[config.mk]
export PLATFORM = sky130hd
export DESIGN_NAME = mem_arbiter
export DESIGN_NICKNAME = d
export VERILOG_FILES = /design/src/rtl/mem_arb_pkg.sv /design/src/rtl/arb_timer.sv /design/src/rtl/mem_arbiter.sv
export SDC_FILE = /design/constraint.sdc
export NUM_CORES = 1
export LEC_CHECK = 0
export CORE_ASPECT_RATIO = 2
export CORE_MARGIN = 2
export CORE_UTILIZATION = 36
export DETAILED_ROUTE_END_ITERATION = 8
export GPL_TIMING_DRIVEN = 0
export PLACE_DENSITY = 0.76
export SYNTH_ARGS = -nofsm -noshare
export SYNTH_HDL_FRONTEND = slang
export SYNTH_SLANG_ARGS = --single-unit
[constraint.sdc]
create_clock -name clk -period 1.5 [get_ports clk]
set_input_delay 0.3 -clock clk [delete_from_list [all_inputs] [get_ports clk]]
set_output_delay 0.3 -clock clk [all_outputs]
set_load 0.05 [all_outputs]
[src/rtl/mem_arb_pkg.sv]
// Shared types and constants for the instruction-fetch / data-memory arbiter.
package mem_arb_pkg;

    typedef enum logic [1:0] {
        IDLE    = 2'd0,
        IF_BUSY = 2'd1,
        DM_BUSY = 2'd2
    } arb_state_t;

    typedef enum logic {
        SRC_IF = 1'b0,
        SRC_DM = 1'b1
    } arb_src_t;

    localparam int          TIMEOUT_DEFAULT = 16;
    localparam logic [31:0] ARB_ERR_WORD    = 32'hDEADBEEF;

endpackage

[src/rtl/arb_timer.sv]
// Counts cycles spent on one memory access; flags the last permitted cycle.
module arb_timer
    import mem_arb_pkg::*;
#(
    parameter int TIMEOUT = TIMEOUT_DEFAULT
) (
    input  logic clk,
    input  logic rst_n,
    input  logic clear,
    input  logic enable,
    output logic expired
);

    localparam int            CW   = (TIMEOUT > 2) ? $clog2(TIMEOUT) : 1;
    localparam logic [CW-1:0] LAST = CW'(TIMEOUT - 1);

    logic [CW-1:0] count;

    always_ff @(posedge clk) begin
        if (!rst_n) begin
            count <= '0;
        end else if (clear) begin
            count <= '0;
        end else if (enable) begin
            count <= count + CW'(1);
        end
    end

    // Expiry is only meaningful while an access is in flight.
    assign expired = enable && (count == LAST);

endmodule

[src/rtl/mem_arbiter.sv]
// Two-requester arbiter (instruction fetch vs. data memory) for one shared memory port,
// with alternating priority on ties and a per-access timeout.
module mem_arbiter
    import mem_arb_pkg::*;
#(
    parameter int TIMEOUT = TIMEOUT_DEFAULT
) (
    input  logic        clk,
    input  logic        rst_n,
    input  logic        if_req,
    input  logic [31:0] if_addr,
    output logic        if_valid,
    output logic [31:0] if_rdata,
    input  logic        dm_req,
    input  logic        dm_we,
    input  logic [31:0] dm_addr,
    input  logic [31:0] dm_wdata,
    output logic        dm_valid,
    output logic [31:0] dm_rdata,
    output logic        mem_en,
    output logic        mem_we,
    output logic [31:0] mem_addr,
    output logic [31:0] mem_wdata,
    input  logic [31:0] mem_rdata,
    input  logic        mem_ack,
    output logic        err,
    output logic [1:0]  state_dbg
);

    // Handshake: if_req/dm_req are level requests held until the matching *_valid;
    // *_valid is a one-cycle strobe and the requester must drop or renew its request
    // in that same cycle. mem_ack is a one-cycle strobe, ignored unless an access is open.

    arb_state_t state;
    arb_src_t   last_served;
    logic       busy;
    logic       expired;

    assign busy      = (state != IDLE);
    assign state_dbg = state;

    arb_timer #(
        .TIMEOUT (TIMEOUT)
    ) u_timer (
        .clk     (clk),
        .rst_n   (rst_n),
        .clear   (!busy),
        .enable  (busy),
        .expired (expired)
    );

    always_ff @(posedge clk) begin
        if (!rst_n) begin
            state       <= IDLE;
            last_served <= SRC_IF;
            mem_en      <= 1'b0;
            mem_we      <= 1'b0;
            mem_addr    <= '0;
            mem_wdata   <= '0;
            if_valid    <= 1'b0;
            if_rdata    <= '0;
            dm_valid    <= 1'b0;
            dm_rdata    <= '0;
            err         <= 1'b0;
        end else begin
            if_valid <= 1'b0;
            dm_valid <= 1'b0;
            err      <= 1'b0;
            case (state)
                IDLE: begin
                    // On a tie the side not served last wins.
                    if (dm_req && (!if_req || last_served == SRC_IF)) begin
                        state     <= DM_BUSY;
                        mem_en    <= 1'b1;
                        mem_we    <= dm_we;
                        mem_addr  <= dm_addr;
                        mem_wdata <= dm_wdata;
                    end else if (if_req) begin
                        state     <= IF_BUSY;
                        mem_en    <= 1'b1;
                        mem_we    <= 1'b0;
                        mem_addr  <= if_addr;
                        mem_wdata <= '0;
                    end
                end
                IF_BUSY: begin
                    if (mem_ack || expired) begin
                        state       <= IDLE;
                        mem_en      <= 1'b0;
                        last_served <= SRC_IF;
                        if_valid    <= 1'b1;
                        if_rdata    <= mem_ack ? mem_rdata : ARB_ERR_WORD;
                        err         <= !mem_ack;
                    end
                end
                DM_BUSY: begin
                    if (mem_ack || expired) begin
                        state       <= IDLE;
                        mem_en      <= 1'b0;
                        mem_we      <= 1'b0;
                        last_served <= SRC_DM;
                        dm_valid    <= 1'b1;
                        err         <= !mem_ack;
                        // Stores leave the previous load data visible.
                        if (!mem_we) begin
                            dm_rdata <= mem_ack ? mem_rdata : ARB_ERR_WORD;
                        end
                    end
                end
                default: begin
                    state  <= IDLE;
                    mem_en <= 1'b0;
                    mem_we <= 1'b0;
                end
            endcase
        end
    end

endmodule

==> flow_summary_export.csv <==
group,metric,value,unit
timing,drv_slew,0,
global_route,grt_pass1_vias,5928,
drt,drt_iter0_markers,239,
cells_and_area,final_cells,1024,
yosys,synth_top_family_by_area,"compound AO/OA/AOI/OAI gates",
drt,drt-wirelength-per-cell,21.44,µm
drt,num_vias,5502,
status,outcome,"finished with violations",
global_route,grt_usage,25.39,%
yosys,synth_fp_nets,643,
cells_and_area,fill_cells,1093,
timing,fin_ws,-111.9,ps
yosys,synth_area_leaders,"dfxtp_1, o221a_2, mux2i_1",
drt,drc,0,
placement,hpwlAfterDp,15280,µm
die,io-pin-count,269,
cells_and_area,layout_commonest_cell,"dfxtp_1",
die,core.rowCount,63,
timing,rsz0062_at_grt,"yes",
clock_network,clkLatencyLatePin,420,ps
yosys,ys_warn_count,0,
yosys,syn_inst,505,
yosys,ys_ff_latch,140,
clock_network,cts.sinks,140,
timing,fin_skew,8.691,ps
timing,final_hold_viol_count,0,
power,power.density,1188,mW/mm²
status,violations,"negative setup slack",
critical_path,cp.required,1860,ps
placement,dp_cells,968,
yosys,synth_simple_gate_area_share,9.739,%
die,core,0.01474,mm²
drt,drt_first_pass_iters,4,
clock_network,cts_made_buffers,17,
cells_and_area,antenna_cells,0,
yosys,yosys.area.top_type_share,51.70,%
timing,min_period,1612,ps
global_route,grt_overflow,0,
cells_and_area,regArea,0.002811,mm²
die,start_util,36.78,%
cells_and_area,post_route_cells_drive_above_1_share,36.79,%
clock_network,htreeDepth,4,
timing,final.setup.tns,-4303,ps
die,die_x,90.78,µm
timing,finalSetupViolations,70,
critical_path,end_kind,"register",
global_route,grt_pass1_wl,31730,µm
power,power_leakage,3.959,nW
clock_network,clkTransAtPathRegs,60,ps
critical_path,path_cells,"inv_4 -> ha_4 -> nand4b_4 -> a21boi_4 -> buf_6 -> buf_6 -> o221a_4",
yosys,synth.distinct_cells,38,
critical_path,slowest_stage,"dfxtp_4",
clock_network,cts_max_path_buffers,2,
global_route,grt_antenna_before_repair,0,
cells_and_area,multiInputGateArea,0.002774,mm²
drt,top_layer_used,"met4",
timing,fmax,620.4,MHz
cells_and_area,area.growth.synth_to_final,83.11,%
placement,pre_cts_slack,-660.5,ps
die,dieArea,0.01612,mm²
timing,worstMarginPinSlew,526.1,ps
die,dieHeight,177.6,µm
global_route,grt_max_degree,17,
yosys,yosysTopAreaCell,"dfxtp_1",
yosys,synth-seq-area-share,51.70,%
drt,met2_length,12800,µm
cells_and_area,fin_nets,954,
critical_path,critPathArrivalTime,1970,ps
yosys,synth_compound_area_share,25.55,%
hold_path,hold_class,"input pin to register",
drt,wl,21950,µm
timing,slew_headroom,64.93,%
clock_network,tritoncts,"yes",
cells_and_area,final_cell_mix,"dfxtp_1, clkdlybuf4s50_1, clkdlybuf4s15_2",
critical_path,cp-start-kind,"register",
drt,viasPerCell,5.373,
critical_path,criticalPathCategory,"register to register",
placement,gp_congestion,0.7909,
critical_path,critPathMostFrequentCell,"buf_6",
drt,met3_wirelength,1210,µm
yosys,synthAdderAreaFrac,0.9231,%
yosys,avgSynthCellArea,10.74,µm²
cells_and_area,final_cell_area,0.009927,mm²
yosys,synthMuxAreaShare,6.093,%
power,power,0.01179,W
clock_network,root_buffer,"clkbuf_16",
yosys,synthXorXnorAreaFrac,0.3231,%
drt,wl_met1,7160,µm
power,ir_drop,0.7162,mV
yosys,syn_area,0.005421,mm²
critical_path,path_max_fanout,5,
flow_run,drv_cap,0,
timing,fin_crit_sh,107.5,%
placement,io_buffers,268,
placement,post_dp_cell_area,0.008496,mm²
drt,drtAntennaViolNets,0,
critical_path,slowest_delay,370,ps
## critical path, delay by kind of cell, from the launching register on
kind            cells  cell delay [ps]
buf+inv             3              360
fa+ha+maj           1              160
simple gates        1              240
flops               1              370
compound gates      2              420
## flip-flops by register name, indices dropped and copies added, names as in the netlist
register	cells
dm_rdata	32
dm_valid	1
err	1
if_rdata	32
if_valid	1
last_served	1
mem_addr	32
mem_en	1
mem_wdata	32
mem_we	1
state_dbg	2
u_timer.count	4
## final timing paths
kind / start / to / slack [ps] / depth (start not counted)
max reg2reg: state_dbg[0] / if_rdata[3] / -110 / 7
min: if_req / state_dbg[0] / 380 / 4
max: state_dbg[0] / if_rdata[3] / -110 / 7
min reg2reg: u_timer.count[0] / u_timer.count[0] / 450 / 1
## timing repair
| action | CTS | global route |
|---|---|---|
| hold buffers | 0 | 0 |
| pin swaps | 4 | 8 |
| setup endpoints to repair | 257 | 145 |
| cloned | 3 | 3 |
| resized for setup | 462 | 79 |
| buffers inserted | 15 | 4 |
## layer usage
layer / GRT usage (%) / vias to the layer above
li1: - / 2533
met1: 22.56 / 2641
met2: 51.96 / 276
met3: 5.308 / 52
met4: 13.01 / 0
met5: 0 / -
## cells by family (layout without fill, tap and decap cells)
logic type	after synthesis	count (layout)
AND/OR/NAND/NOR	91	91
multiplexers	33	33
buffers and inverters	55	379
XOR/XNOR	2	2
AO/OA/AOI/OAI	180	180
flip-flops	140	140
adder cells (fa/ha/maj)	4	4
## metrics by stage
| step | hold slack, ps | util (%) |
|---|---|---|
| floorplan | 417.9 | - |
| global placement | 427.1 | 57.64 |
| detailed placement | 443.0 | 57.64 |
| CTS | 456.6 | 65.48 |
| global route | 404.9 | 67.35 |
| finish | 384.5 | 67.35 |
## cell usage after synthesis
library cell  instances
nor3_1                1
or2_1                 1
o22ai_1              10
buf_2                 9
and2_1                2
a32oi_1              32
nand4_1               1
nand4b_4              1
buf_4                 4
nor2b_1              34
ha_1                  4
mux2i_1              33
o221a_1               6
buf_8                 2
a311oi_1              1
a21boi_4              1
o21ai_0              40
buf_6                 7
and4b_1               8
a21boi_2              2
inv_1                 4
clkbuf_1             26
nor3b_1               1
a21oi_1              41
xor2_1                1
buf_1                 3
o21a_1                1
nand3_1               1
nand2_1              25
o2bb2ai_1             2
nor2_1               13
xnor2_1               1
a21oi_4               1
nand2b_1              2
o221a_2              42
nand2b_4              1
o21ai_1               1
dfxtp_1             140
## power breakdown
group | internal (W) | leakage [nW] | switching [W] | total [W]
registers | 0.00403 | 1.15 | 0.000200 | 0.00423
logic | 0.00133 | 2.53 | 0.00202 | 0.00335
clock network | 0.00239 | 0.278 | 0.00182 | 0.00421
## layout make-up
cell class                      instances  area share [%]
Timing Repair Buffer                  292           31.27
Sequential cell                       140           28.32
Multi-Input combinational cell        310           27.94
Clock buffer                           18           4.424
Buffer                                 51           3.882
Tap cell                              195           2.458
Clock inverter                         14           1.500
Inverter                                4          0.2017
Note: power is estimated with default switching activity, not from simulation.
